`src/rtl/encoder_4_2_buffered_if.sv`:
```
// encoder_4_2_buffered_if
//   Bundles the upstream sample handshake and the downstream code handshake
//   of encoder_4_2_buffered, together with its status outputs.
//
//   Handshake rules for both channels (valid/ready):
//     - A transfer happens on a rising clock edge where valid && ready are both 1.
//     - The producer holds valid and its data stable until that transfer.
//     - valid never depends on ready. Data_Ready_Out depends only on the FIFO
//       level and on reset.
//
//   Modports:
//     slave  : the encoder side (it consumes samples and produces codes)
//     master : the environment side (it drives samples and accepts codes)
//
//   Signals:
//     Data_Valid_In, Data_A_In..Data_D_In  upstream sample and its valid
//     Data_Ready_Out                        encoder can take a sample
//     Encoded_Value_Out, Encoded_Valid_Out  code at the FIFO head
//     Encoded_Ready_In                      downstream takes the head code
//     Multi_Hot_Out, Zero_Hot_Out           one-cycle error pulses
//     Error_Count_Out                       saturating error count
//     Fifo_Level_Out                        buffered entries, 0..FIFO_DEPTH
interface encoder_4_2_buffered_if #(
  parameter int FIFO_DEPTH    = 4,
  parameter int ERR_CNT_WIDTH = 8
);
  logic                           Data_Valid_In;
  logic                           Data_Ready_Out;
  logic                           Data_A_In;
  logic                           Data_B_In;
  logic                           Data_C_In;
  logic                           Data_D_In;
  logic [1:0]                     Encoded_Value_Out;
  logic                           Encoded_Valid_Out;
  logic                           Encoded_Ready_In;
  logic                           Multi_Hot_Out;
  logic                           Zero_Hot_Out;
  logic [ERR_CNT_WIDTH-1:0]       Error_Count_Out;
  logic [$clog2(FIFO_DEPTH):0]    Fifo_Level_Out;

  modport slave (
    input  Data_Valid_In, Data_A_In, Data_B_In, Data_C_In, Data_D_In,
    input  Encoded_Ready_In,
    output Data_Ready_Out, Encoded_Value_Out, Encoded_Valid_Out,
    output Multi_Hot_Out, Zero_Hot_Out, Error_Count_Out, Fifo_Level_Out
  );

  modport master (
    output Data_Valid_In, Data_A_In, Data_B_In, Data_C_In, Data_D_In,
    output Encoded_Ready_In,
    input  Data_Ready_Out, Encoded_Value_Out, Encoded_Valid_Out,
    input  Multi_Hot_Out, Zero_Hot_Out, Error_Count_Out, Fifo_Level_Out
  );
endinterface

```
`src/rtl/encoder_4_2_buffered.sv`:
```
// encoder_4_2_buffered
//   Registered 4-to-2 priority encoder (A=00, B=01, C=10, D=11, A has the
//   highest priority) with a FIFO of encoded codes on its output.
//   A sample with no line high is consumed and flagged, but nothing is pushed.
//   A sample with several lines high is flagged and pushes the code of its
//   highest-priority line.
//
//   Optional build macro STRICT_ONEHOT_EN: when defined, multi-hot samples
//   are consumed and flagged but not pushed, just like zero-hot samples.
//
//   Ports:
//     Clk_In    rising-edge clock
//     Reset_In  synchronous active-high reset
//     bus       encoder_4_2_buffered_if.slave (both handshakes plus status)
//
//   Parameters:
//     FIFO_DEPTH     buffered codes, power of 2, >= 2
//     ERR_CNT_WIDTH  width of the saturating error counter
module encoder_4_2_buffered #(
  parameter int FIFO_DEPTH    = 4,
  parameter int ERR_CNT_WIDTH = 8
) (
  input  logic                     Clk_In,
  input  logic                     Reset_In,
  encoder_4_2_buffered_if.slave    bus
);

  localparam int PW = $clog2(FIFO_DEPTH);
  localparam int LW = PW + 1;
  localparam logic [LW-1:0] FULL_LVL = LW'(FIFO_DEPTH);

  logic [1:0]               mem [FIFO_DEPTH];
  logic [PW-1:0]            wr_ptr;
  logic [PW-1:0]            rd_ptr;
  logic [PW-1:0]            rd_next;
  logic [LW-1:0]            level;
  logic [1:0]               head;
  logic                     multi_q;
  logic                     zero_q;
  logic [ERR_CNT_WIDTH-1:0] err_cnt;

  logic [2:0] ones;
  logic       is_zero;
  logic       is_multi;
  logic [1:0] code;
  logic       ready;
  logic       accept;
  logic       push;
  logic       pop;

  always_comb begin
    ones     = {2'b00, bus.Data_A_In} + {2'b00, bus.Data_B_In}
             + {2'b00, bus.Data_C_In} + {2'b00, bus.Data_D_In};
    is_zero  = (ones == 3'd0);
    is_multi = (ones > 3'd1);
    code     = 2'b11;
    if (bus.Data_A_In)      code = 2'b00;
    else if (bus.Data_B_In) code = 2'b01;
    else if (bus.Data_C_In) code = 2'b10;
  end

  // Ready is held low while reset is asserted. When the FIFO is full, ready
  // stays low even if a pop happens in the same cycle, so a push is not
  // admitted on that edge.
  assign ready   = !Reset_In && (level != FULL_LVL);
  assign accept  = bus.Data_Valid_In && ready;
  assign pop     = (level != '0) && bus.Encoded_Ready_In;
  assign rd_next = rd_ptr + 1'b1;

`ifdef STRICT_ONEHOT_EN
  assign push = accept && (ones == 3'd1);
`else
  assign push = accept && !is_zero;
`endif

  // Storage has no reset. Entries are only read after they have been written.
  always_ff @(posedge Clk_In) begin
    if (push) mem[wr_ptr] <= code;
  end

  always_ff @(posedge Clk_In) begin
    if (Reset_In) begin
      wr_ptr  <= '0;
      rd_ptr  <= '0;
      level   <= '0;
      head    <= 2'b00;
      multi_q <= 1'b0;
      zero_q  <= 1'b0;
      err_cnt <= '0;
    end else begin
      if (push) wr_ptr <= wr_ptr + 1'b1;
      if (pop)  rd_ptr <= rd_next;

      case ({push, pop})
        2'b10:   level <= level + 1'b1;
        2'b01:   level <= level - 1'b1;
        default: level <= level;
      endcase

      // The head register changes only when the code at the FIFO head moves.
      // If a pop leaves the FIFO empty, the last code stays on the output.
      if (pop) begin
        if (level > LW'(1))  head <= mem[rd_next];
        else if (push)       head <= code;
      end else if (push && (level == '0)) begin
        head <= code;
      end

      multi_q <= accept && is_multi;
      zero_q  <= accept && is_zero;
      if (accept && (is_multi || is_zero) && (err_cnt != '1))
        err_cnt <= err_cnt + 1'b1;
    end
  end

  assign bus.Data_Ready_Out    = ready;
  assign bus.Encoded_Value_Out = head;
  assign bus.Encoded_Valid_Out = (level != '0);
  assign bus.Multi_Hot_Out     = multi_q;
  assign bus.Zero_Hot_Out      = zero_q;
  assign bus.Error_Count_Out   = err_cnt;
  assign bus.Fifo_Level_Out    = level;

endmodule

```
`src/flat_wrapper.sv`:
```
// flat-port wrapper written by rule: the top's interface ports become plain ports
module encoder_4_2_buffered_flat 
#(
  parameter int FIFO_DEPTH    = 4,
  parameter int ERR_CNT_WIDTH = 8
)
  (Clk_In, Reset_In, bus_Data_Valid_In, bus_Data_A_In, bus_Data_B_In, bus_Data_C_In, bus_Data_D_In, bus_Encoded_Ready_In, bus_Data_Ready_Out, bus_Encoded_Value_Out, bus_Encoded_Valid_Out, bus_Multi_Hot_Out, bus_Zero_Hot_Out, bus_Error_Count_Out, bus_Fifo_Level_Out);
  encoder_4_2_buffered_if #(.FIFO_DEPTH(FIFO_DEPTH), .ERR_CNT_WIDTH(ERR_CNT_WIDTH)) bus_i ();
  input  logic Clk_In;
  input  logic Reset_In;
  input wire logic [$bits(bus_i.Data_Valid_In)-1:0] bus_Data_Valid_In;
  input wire logic [$bits(bus_i.Data_A_In)-1:0] bus_Data_A_In;
  input wire logic [$bits(bus_i.Data_B_In)-1:0] bus_Data_B_In;
  input wire logic [$bits(bus_i.Data_C_In)-1:0] bus_Data_C_In;
  input wire logic [$bits(bus_i.Data_D_In)-1:0] bus_Data_D_In;
  input wire logic [$bits(bus_i.Encoded_Ready_In)-1:0] bus_Encoded_Ready_In;
  output wire logic [$bits(bus_i.Data_Ready_Out)-1:0] bus_Data_Ready_Out;
  output wire logic [$bits(bus_i.Encoded_Value_Out)-1:0] bus_Encoded_Value_Out;
  output wire logic [$bits(bus_i.Encoded_Valid_Out)-1:0] bus_Encoded_Valid_Out;
  output wire logic [$bits(bus_i.Multi_Hot_Out)-1:0] bus_Multi_Hot_Out;
  output wire logic [$bits(bus_i.Zero_Hot_Out)-1:0] bus_Zero_Hot_Out;
  output wire logic [$bits(bus_i.Error_Count_Out)-1:0] bus_Error_Count_Out;
  output wire logic [$bits(bus_i.Fifo_Level_Out)-1:0] bus_Fifo_Level_Out;
  assign bus_i.Data_Valid_In = bus_Data_Valid_In;
  assign bus_i.Data_A_In = bus_Data_A_In;
  assign bus_i.Data_B_In = bus_Data_B_In;
  assign bus_i.Data_C_In = bus_Data_C_In;
  assign bus_i.Data_D_In = bus_Data_D_In;
  assign bus_i.Encoded_Ready_In = bus_Encoded_Ready_In;
  assign bus_Data_Ready_Out = bus_i.Data_Ready_Out;
  assign bus_Encoded_Value_Out = bus_i.Encoded_Value_Out;
  assign bus_Encoded_Valid_Out = bus_i.Encoded_Valid_Out;
  assign bus_Multi_Hot_Out = bus_i.Multi_Hot_Out;
  assign bus_Zero_Hot_Out = bus_i.Zero_Hot_Out;
  assign bus_Error_Count_Out = bus_i.Error_Count_Out;
  assign bus_Fifo_Level_Out = bus_i.Fifo_Level_Out;
  encoder_4_2_buffered #(.FIFO_DEPTH(FIFO_DEPTH), .ERR_CNT_WIDTH(ERR_CNT_WIDTH)) u_core (.Clk_In(Clk_In), .Reset_In(Reset_In), .bus(bus_i));
endmodule
```
`config.mk`:
```
export PLATFORM = sky130hd
export DESIGN_NAME = encoder_4_2_buffered_flat
export DESIGN_NICKNAME = d
export VERILOG_FILES = /design/src/rtl/encoder_4_2_buffered_if.sv /design/src/rtl/encoder_4_2_buffered.sv /design/src/flat_wrapper.sv
export SDC_FILE = /design/constraint.sdc
export NUM_CORES = 1
export LEC_CHECK = 0
export BUFFER_PORTS_ARGS = -buffer_cell sky130_fd_sc_hd__buf_4
export CAP_MARGIN = 5
export CORE_MARGIN = 2
export CORE_UTILIZATION = 59
export CTS_CLUSTER_DIAMETER = 30
export CTS_CLUSTER_SIZE = 10
export DETAILED_ROUTE_END_ITERATION = 8
export PLACE_DENSITY = 0.9
export SLEW_MARGIN = 20
export SYNTH_ARGS = -nofsm -noshare
export SYNTH_HDL_FRONTEND = slang
export SYNTH_SLANG_ARGS = --single-unit
```
`constraint.sdc`:
```
create_clock -name Clk_In -period 8.86 [get_ports Clk_In]
set_input_delay 1.329 -clock Clk_In [delete_from_list [all_inputs] [get_ports Clk_In]]
set_output_delay 1.329 -clock Clk_In [all_outputs]
set_load 0.1 [all_outputs]
```
Yosys cells after proc, flatten, opt, wreduce, memory -nomap -nowiden
Memory sizes are Yosys's and may differ from the RTL's.
Index checks and enable logic that the tools add are counted.
{"block": "word_totals", "reg_bits": 19, "mem_bits_rw": 8, "inputBits": 8, "output_inout_bits": 17, "elab_cells": 51, "memories": 1}
{"block": "classes", "add_sub_neg": 8, "n_lt_le_gt_ge": 2, "eq_ne": 5, "n_mux": 10, "reduce_logical": 18}
{"memory": "u_core.mem", "depth": 4, "word_bits": 2, "read_ports": 1, "rd_ports_with_merged_regs": 0, "write_ports": 1, "line_no": "encoder_4_2_buffered.sv:32", "rtl": "logic [1:0] mem [FIFO_DEPTH];"}
{"op": "$mux 2", "count": 6}
{"op": "$logic_and 1x1->1", "count": 9}
{"op": "$add 8x1->8 const B", "count": 1}
{"op": "$ne 8x8->1 const B", "count": 1}
{"op": "$add 3x1->3", "count": 2}
{"op": "$gt 3x1->1 const B", "count": 2}
{"op": "$logic_not 3->1", "count": 2}
{"op": "$pmux 3 s2", "count": 1}
{"op": "$add 2x1->2 const B", "count": 2}
{"op": "$reduce_bool 2->1", "count": 2}
{"op": "$add 3x1->3 const B", "count": 1}
{"op": "$mux 1", "count": 3}
{"op": "$ne 3x2->1 const B", "count": 1}
{"op": "$ne 3x3->1 const B", "count": 1}
{"op": "$reduce_bool 3->1", "count": 1}
{"op": "$sub 3x1->3 const B", "count": 1}
{"op": "$add 1x1->2", "count": 1}
{"op": "$eq 2x1->1 const B", "count": 1}
{"op": "$eq 2x2->1 const B", "count": 1}
{"op": "$logic_not 1->1", "count": 2}
{"op": "$reduce_and 2->1", "count": 1}
{"op": "$logic_or 1x1->1", "count": 1}

Depth between registers and ports, before layout
Gate-level depths: netlist (run 1).
{"block": "logic_depth", "depth_word": 9, "mapped_depth": 14, "ltp_nobuf": 13}

Least setup slack after synthesis (run 1)
Ideal clock, no wire load.
{"block": "synth_path", "path_type": "input-to-reg", "start": "in bus_Data_B_In", "end": "reg u_core.level[2], in the netlist u_core.bus.Fifo_Level_Out[2]", "setup_ps": 71, "arrival_time_ps": 3815, "t_required_ps": 8789, "setup_slack_ps": 4974, "stages": 13, "cell_sequence": "inv_1 > ha_1 > inv_1 > fa_1 > inv_1 > ha_1 > or3b_1 > and3_1 > buf_6 > inv_4 > ha_1 > or3_1 > a21oi_1"}
{"block": "synth_between", "elab_chain_cells": 8, "elab_cells_between_ends": 10}
{"item": "start, declared", "line_no": "flat_wrapper.sv:13", "rtl": "input wire logic [$bits(bus_i.Data_B_In)-1:0] bus_Data_B_In;"}
{"item": "$add 1x1->2 (*)", "line_no": "encoder_4_2_buffered.sv:52", "rtl": "ones = {2'b00, bus.Data_A_In} + {2'b00, bus.Data_B_In}"}
{"item": "$add 3x1->3 (*) (2 in a row)", "line_no": "encoder_4_2_buffered.sv:53", "rtl": "+ {2'b00, bus.Data_C_In} + {2'b00, bus.Data_D_In};"}
{"item": "$logic_not 3->1 (*)", "line_no": "encoder_4_2_buffered.sv:54", "rtl": "is_zero = (ones == 3'd0);"}
{"item": "$logic_not 1->1 (*)", "line_no": "encoder_4_2_buffered.sv:73", "rtl": "assign push = accept && !is_zero;"}
{"item": "$logic_and 1x1->1 (*)", "line_no": "encoder_4_2_buffered.sv:73"}
{"item": "$eq 2x1->1 / $eq 2x2->1 (equally long branches)", "line_no": "encoder_4_2_buffered.sv:94", "rtl": "case ({push, pop})"}
{"item": "$pmux 3 s2 / $reduce_bool 2->1 (equally long branches)"}
{"item": "end signal, assigned", "line_no": "encoder_4_2_buffered.sv:95", "rtl": "2'b10: level <= level + 1'b1;"}
{"item": "end signal, assigned", "line_no": "encoder_4_2_buffered.sv:96", "rtl": "2'b01: level <= level - 1'b1;"}
{"item": "end signal, assigned", "line_no": "encoder_4_2_buffered.sv:97", "rtl": "default: level <= level;"}
{"item": "end, declared", "line_no": "encoder_4_2_buffered.sv:36", "rtl": "logic [LW-1:0] level;"}
Mark *: on every way between the ends. The rest lies on a longest branch, timed or not.
A chain may end at the register's enable or synchronous reset.

Worst setup path in the final report (run 1)
Same ends and word-level chain as after synthesis.

==> reports/qor.yml, run 1 <==
route:
  postRouteAntennaNets: 0
  finalWirelength_um: 2870
  first_iter_violations: 31
  post_drt_via_cell_ratio: 5.84
  drt-wirelength-per-cell_um: 14.5
  first_pass_iters: 4
  drc: 0
  num_vias: 1156
synthesis:
  yosysTopAreaCellShare_pct: 25.2
  async_flop_share_pct: 0
  synth_fa_ha_area_share_pct: 11.3
  synth.most_common_cell: "dfxtp_1"
  synth_compound_area_share_pct: 12.9
  synth_area_leaders: "dfxtp_1 25%, edfxtp_1 16%, ha_1 10%, inv_1 3.0%, mux4_2 3.0%"
  ys_seq_area_share_pct: 41.2
  synth_cell_types: 43
  ys.flop_type: "dfxtp_1"
  syn_inst: 144
  yosys.area_share.xor_xnor_pct: 2.90
  yosysTopAreaCell: "dfxtp_1"
  yosys-top-cells-count: "19 x dfxtp_1, 12 x ha_1, 12 x inv_1, 12 x nor2_1, 8 x edfxtp_1"
  synth_top_family_by_area: "simple AND/OR/NAND/NOR gates"
  syn-num-nets: 165
  synth_simple_gate_area_share_pct: 19.6
  synth_edf_count: 8
  yosys_warnings: 0
  ys_ff_latch: 27
  syn_area_per_cell_um2: 10.5
  muxShareOfSynthArea_pct: 7.14
  synth_area_um2: 1510
global_route:
  grt_pass1_wl_um: 4620
  grt_max_degree: 21
  grt_pass1_vias: 1028
  overflow: 0
  antenna_found_initial: 0
  grt_use_total_pct: 21.7
timing:
  min_period_ps: 3790
  finalSetupViolations: 0
  worstMarginPinSlew_ps: 600
  maxSlewHeadroom_pct: 59.9
  rsz0062_at_grt: "no"
  fin_skew_ps: 5.34
  finalCritPeriodShare_pct: 42.8
  max_freq_mhz: 264
  hold_viol: 0
  fin_tns_setup_ps: 0
  slew_violations: 0
finish:
  num_antenna_cells: 0
  final_nets: 190
  finish.instance_area_um2: 1730
  drive_above_1_share_pct: 20.8
  syn_to_final_growth_pct: 14.6
  final_util_pct: 70.4
clock_tree:
  path_clk_slew_ps: 140
  cts_tree: "done"
  cts_made_buffers: 3
  cts-htree-levels: 1
  cts_resized: 0
  worstSkewPairLatency_ps: 320
  root_buffer: "clkbuf_4"
  ctsHoldBuffers: 0
  post-cts-setup-buffers: 0
  clockBufferDepth: 2
  cts_sinks: 27
worst_setup_path:
  crit_arrival_ps: 4050
  crit_end: "u_core.bus.Fifo_Level_Out[2]"
  r2r_setup_slack_ps: 6490
  worst_r2r_path_depth: 8
  crit_type: "in -> reg"
  cp-end-kind: "flip-flop"
  reg2reg_to: "u_core.bus.Fifo_Level_Out[2]"
  crit_required_ps: 9120
  worst_setup_path_start_kind: "input pin"
  r2r-start: "u_core.bus.Fifo_Level_Out[0]"
  path_max_fanout: 7
  crit_path_start: "bus_Data_B_In"
floorplan:
  core_area_um2: 2450
  die_h_um: 54.6
  rows: 18
  io_pins: 25
  initial_core_util_pct: 61.4
  dieArea_um2: 2980
  die_x_um: 54.6
placement:
  dpl_cell_area_um2: 1700
  place_hpwl_um: 2200
  gp_congestion: 0.827
  portBuffers: 24
power:
  leakage_nw: 0.735
  power_uw: 427
  peakVddDrop_uv: 260
  p_per_area_nw_per_um2: 247
job:
  drv_cap: 0
status:
  status: "finished, final reports clean"
min_path:
  hold_class: "reg -> reg"
==> metrics by stage <==
stage	std cells	hold slack, ps	setup WS (ps)
global placement	194	458	4840
detailed placement	194	471	4730
finish	198	490	5070
floorplan	144	469	4970
CTS	198	490	5070
global route	198	503	4860
==> cell usage in the layout (no fill, tap or decap), types with 2 or more instances in the layout <==
master,Yosys,routed
a211oi_1,2,2
a21oi_1,5,5
and2_1,5,5
and3_1,2,2
and4_1,2,2
buf_4,0,24
clkbuf_4,0,3
dfxtp_1,19,19
edfxtp_1,8,8
ha_1,12,12
inv_1,12,12
mux2_1,2,2
mux2i_1,4,4
mux4_2,2,2
nand2_1,6,6
nand2b_1,4,4
nand3_1,4,4
nand4_1,4,4
nor2_1,12,12
nor2b_1,5,5
nor4_1,3,3
o21ai_0,3,3
o31ai_1,2,2
xnor2_1,2,2
xor2_1,3,3
==> final cells by class <==
| class | instances | area, µm² |
|---|---|---|
| fill | 189 | 727 |
| sequential | 27 | 621 |
| timing repair buffer | 24 | 180 |
| inverter | 13 | 51.3 |
| multi-input combinational | 100 | 812 |
| clock buffer | 4 | 26.3 |
| tap | 30 | 37.5 |
==> where the power goes <==
part | leakage (nW) | switching [mW] | internal (mW)
Sequential | 0.228 | 0.0144 | 0.141
Clock | 0.0150 | 0.0346 | 0.0176
Combinational | 0.492 | 0.157 | 0.0622
==> flip-flops by register name (all words and copies together) (netlist names) <==
| register | count |
|---|---|
| u_core.mem | 8 |
| u_core.rd_ptr | 2 |
| u_core.bus.Error_Count_Out | 8 |
| u_core.bus.Multi_Hot_Out | 1 |
| u_core.bus.Fifo_Level_Out | 3 |
| u_core.bus.Zero_Hot_Out | 1 |
| u_core.wr_ptr | 2 |
| u_core.bus.Encoded_Value_Out | 2 |
==> per-layer routing <==
layer | GRT usage, % | wire length [µm]
met4 | 7.08 | 64
met2 | 36.7 | 1440
met1 | 27.4 | 1180
met5 | 0 | 0
met3 | 4.92 | 178
==> cells by family (layout without fill, tap and decap cells) <==
group | count (synthesis) | in the layout
buffers and inverters | 17 | 41
xor gates and xnor gates | 5 | 5
and+or+nand+nor | 52 | 52
adders and majority gates | 13 | 13
DFF | 27 | 27
AOI/OAI and AO/OA | 22 | 22
muxes | 8 | 8
==> worst max-delay path, cell delays in order <==
cell and delay [ps]:
buf_4 80, inv_1 50, ha_1 270, inv_1 40, fa_1 380, inv_1 70
ha_1 260, or3b_1 400, and3_1 270, inv_4 110, ha_1 280, or3_1 360
a21oi_1 150
==> worst min-delay path by stage <==
stage	from	to	slack [ps]	cells past startpoint
2_1_floorplan	u_core.wr_ptr[1]	u_core.wr_ptr[1]	470	2
3_3_place_gp	u_core.bus.Encoded_Value_Out[0]	u_core.bus.Encoded_Value_Out[0]	460	2
3_5_place_dp	u_core.bus.Encoded_Value_Out[0]	u_core.bus.Encoded_Value_Out[0]	470	2
4_1_cts	u_core.bus.Encoded_Value_Out[0]	u_core.bus.Encoded_Value_Out[0]	490	2
5_1_grt	u_core.bus.Encoded_Value_Out[0]	u_core.bus.Encoded_Value_Out[0]	500	2
6_report	u_core.bus.Encoded_Value_Out[0]	u_core.bus.Encoded_Value_Out[0]	490	2
Power figures use the tool's default switching activity.
==> inputs of run 2 (changes only) <==
Settings changed: CORE_UTILIZATION 59 to 55, PLACE_DENSITY 0.9 to 0.85.
Clock period 8.86 ns to 3.5 ns, I/O delays scaled along.
==> run 2 against run 1 <==
Net effect:
- non-clock buffer count did not move
- register-to-register slack worse by 5300 ps
- die area is 6.7% higher
- setup slack worse by 4600 ps
- sequential power rose to 2.5 times the previous value
- critical path depth rose by 1
- largest cell class unchanged
==> reports/qor.yml, run 2 (same netlist as run 1, synthesis figures left out) <==
global_route:
  use_met2_pct: 32.1
  grt_max_degree: 21
  gr-max-usage-layer: "met2"
  grtUsageMet1_pct: 24.7
  overflow: 0
  grt_pass1_wl_um: 4840
  grt_use_total_pct: 19.2
  grt_pass1_vias: 1122
  grt_util_met3_pct: 3.92
  antenna_found_initial: 0
floorplan:
  die_h_um: 56.4
  initial_core_util_pct: 59.2
  die_x_um: 56.4
  dieArea_um2: 3180
  io_pins: 25
  core_area_um2: 2540
  rows: 18
finish:
  final_util_pct: 67.9
  fin_cells: 198
  finish.instance_area_um2: 1730
  final_nets: 190
  drive_above_1_share_pct: 20.8
  syn_to_final_growth_pct: 14.6
  layout_commonest_cell: "buf_4"
  num_antenna_cells: 0
  final_cell_mix: "24 x buf_4, 19 x dfxtp_1, 12 x inv_1, 12 x nor2_1, 12 x ha_1"
timing:
  slew_violations: 0
  fin_skew_ps: 9.10
  rsz0062_at_grt: "no"
  hold_viol: 0
  max_freq_mhz: 334
  maxSlewHeadroom_pct: 60.5
  finalCritPeriodShare_pct: 85.5
  finalSetupViolations: 0
  worstMarginPinSlew_ps: 592
  min_period_ps: 2990
  worst_hold_slack_ps: 456
  fin_tns_setup_ps: 0
clock_tree:
  ctsHoldBuffers: 0
  cts_tree: "done"
  path_clk_slew_ps: 140
  root_buffer: "clkbuf_4"
  worstSkewPairLatency_ps: 320
  cts_made_buffers: 3
  post-cts-setup-buffers: 0
  clockBufferDepth: 2
  cts_sinks: 27
  cts-htree-levels: 1
  cts_resized: 0
min_path:
  hold_class: "in -> reg"
  hp-start: "bus_Data_Valid_In"
route:
  num_vias: 1132
  first_pass_iters: 4
  drt-wirelength-per-cell_um: 14.0
  post_drt_via_cell_ratio: 5.72
  first_iter_violations: 45
  postRouteAntennaNets: 0
  drc: 0
  finalWirelength_um: 2780
power:
  p_per_area_nw_per_um2: 624
  leakage_nw: 0.735
  peakVddDrop_uv: 653
worst_setup_path:
  r2r-start: "u_core.bus.Fifo_Level_Out[0]"
  crit_path_start: "bus_Data_B_In"
  cp-end-kind: "flip-flop"
  slowest_delay_ps: 400
  path_max_fanout: 7
  slowest_stage: "or3b_1"
  crit_type: "in -> reg"
  crit_chain: "buf_4 -> inv_1 -> ha_1 -> inv_1 -> fa_1 -> inv_1 -> ha_1 -> or3b_1 -> and3_1 -> inv_4 -> ha_1 -> mux2i_1 -> or3_1 -> a21oi_1"
  worst_setup_path_start_kind: "input pin"
  crit_arrival_ps: 3260
  crit_required_ps: 3760
placement:
  gp_congestion: 0.819
  place_hpwl_um: 2130
  dp.cells: 194
  dpl_cell_area_um2: 1700
  portBuffers: 24
job:
  drv_cap: 0
status:
  status: "finished, final reports clean"
==> run 2: cell counts in the layout (fill, tap and decap cells not counted) <==
Identical to the previous run, type by type.
==> run 2: worst paths after layout <==
check | cells past startpoint | to | slack, ps
worst min register to register | 2 | u_core.bus.Encoded_Value_Out[0] | 490
worst max register to register | 8 | u_core.bus.Fifo_Level_Out[2] | 1170
worst max-delay path | 14 | u_core.bus.Fifo_Level_Out[2] | 510
worst min-delay path | 3 | u_core.bus.Zero_Hot_Out | 460
==> run 2: layout make-up <==
cell class                      count  area (µm²)
Clock buffer                        4        26.3
Fill cell                         198         817
Inverter                           13        51.3
Multi-Input combinational cell    100         812
Sequential cell                    27         621
Tap cell                           30        37.5
Timing Repair Buffer               24         180
==> run 2: critical path, delay by kind of cell <==
family / cells / cell delay [ps]
fa+ha+maj: 4 / 1130
compound gates: 1 / 140
mux: 1 / 120
simple gates: 3 / 990
buf+inv: 5 / 370
==> run 2: through the flow <==
stage	setup slack, ps	power (mW)
6_report	506	1.08
5_1_grt	358	1.14
4_1_cts	502	1.09
3_5_place_dp	177	0.957
3_3_place_gp	279	0.940
2_1_floorplan	158	0.853
==> run 2: report_power, final <==
part	internal, mW	leakage (nW)	switching [mW]
registers	0.358	0.228	0.0369
clock network	0.0445	0.0150	0.0839
logic	0.158	0.492	0.396
total	0.560	0.735	0.517
==> run 2: per-layer routing <==
metal / routed length (µm) / vias to the layer above
met3: 98 / 5
met4: 35 / 0
met5: 0 / -
met2: 1340 / 26
met1: 1300 / 538
li1: - / 563
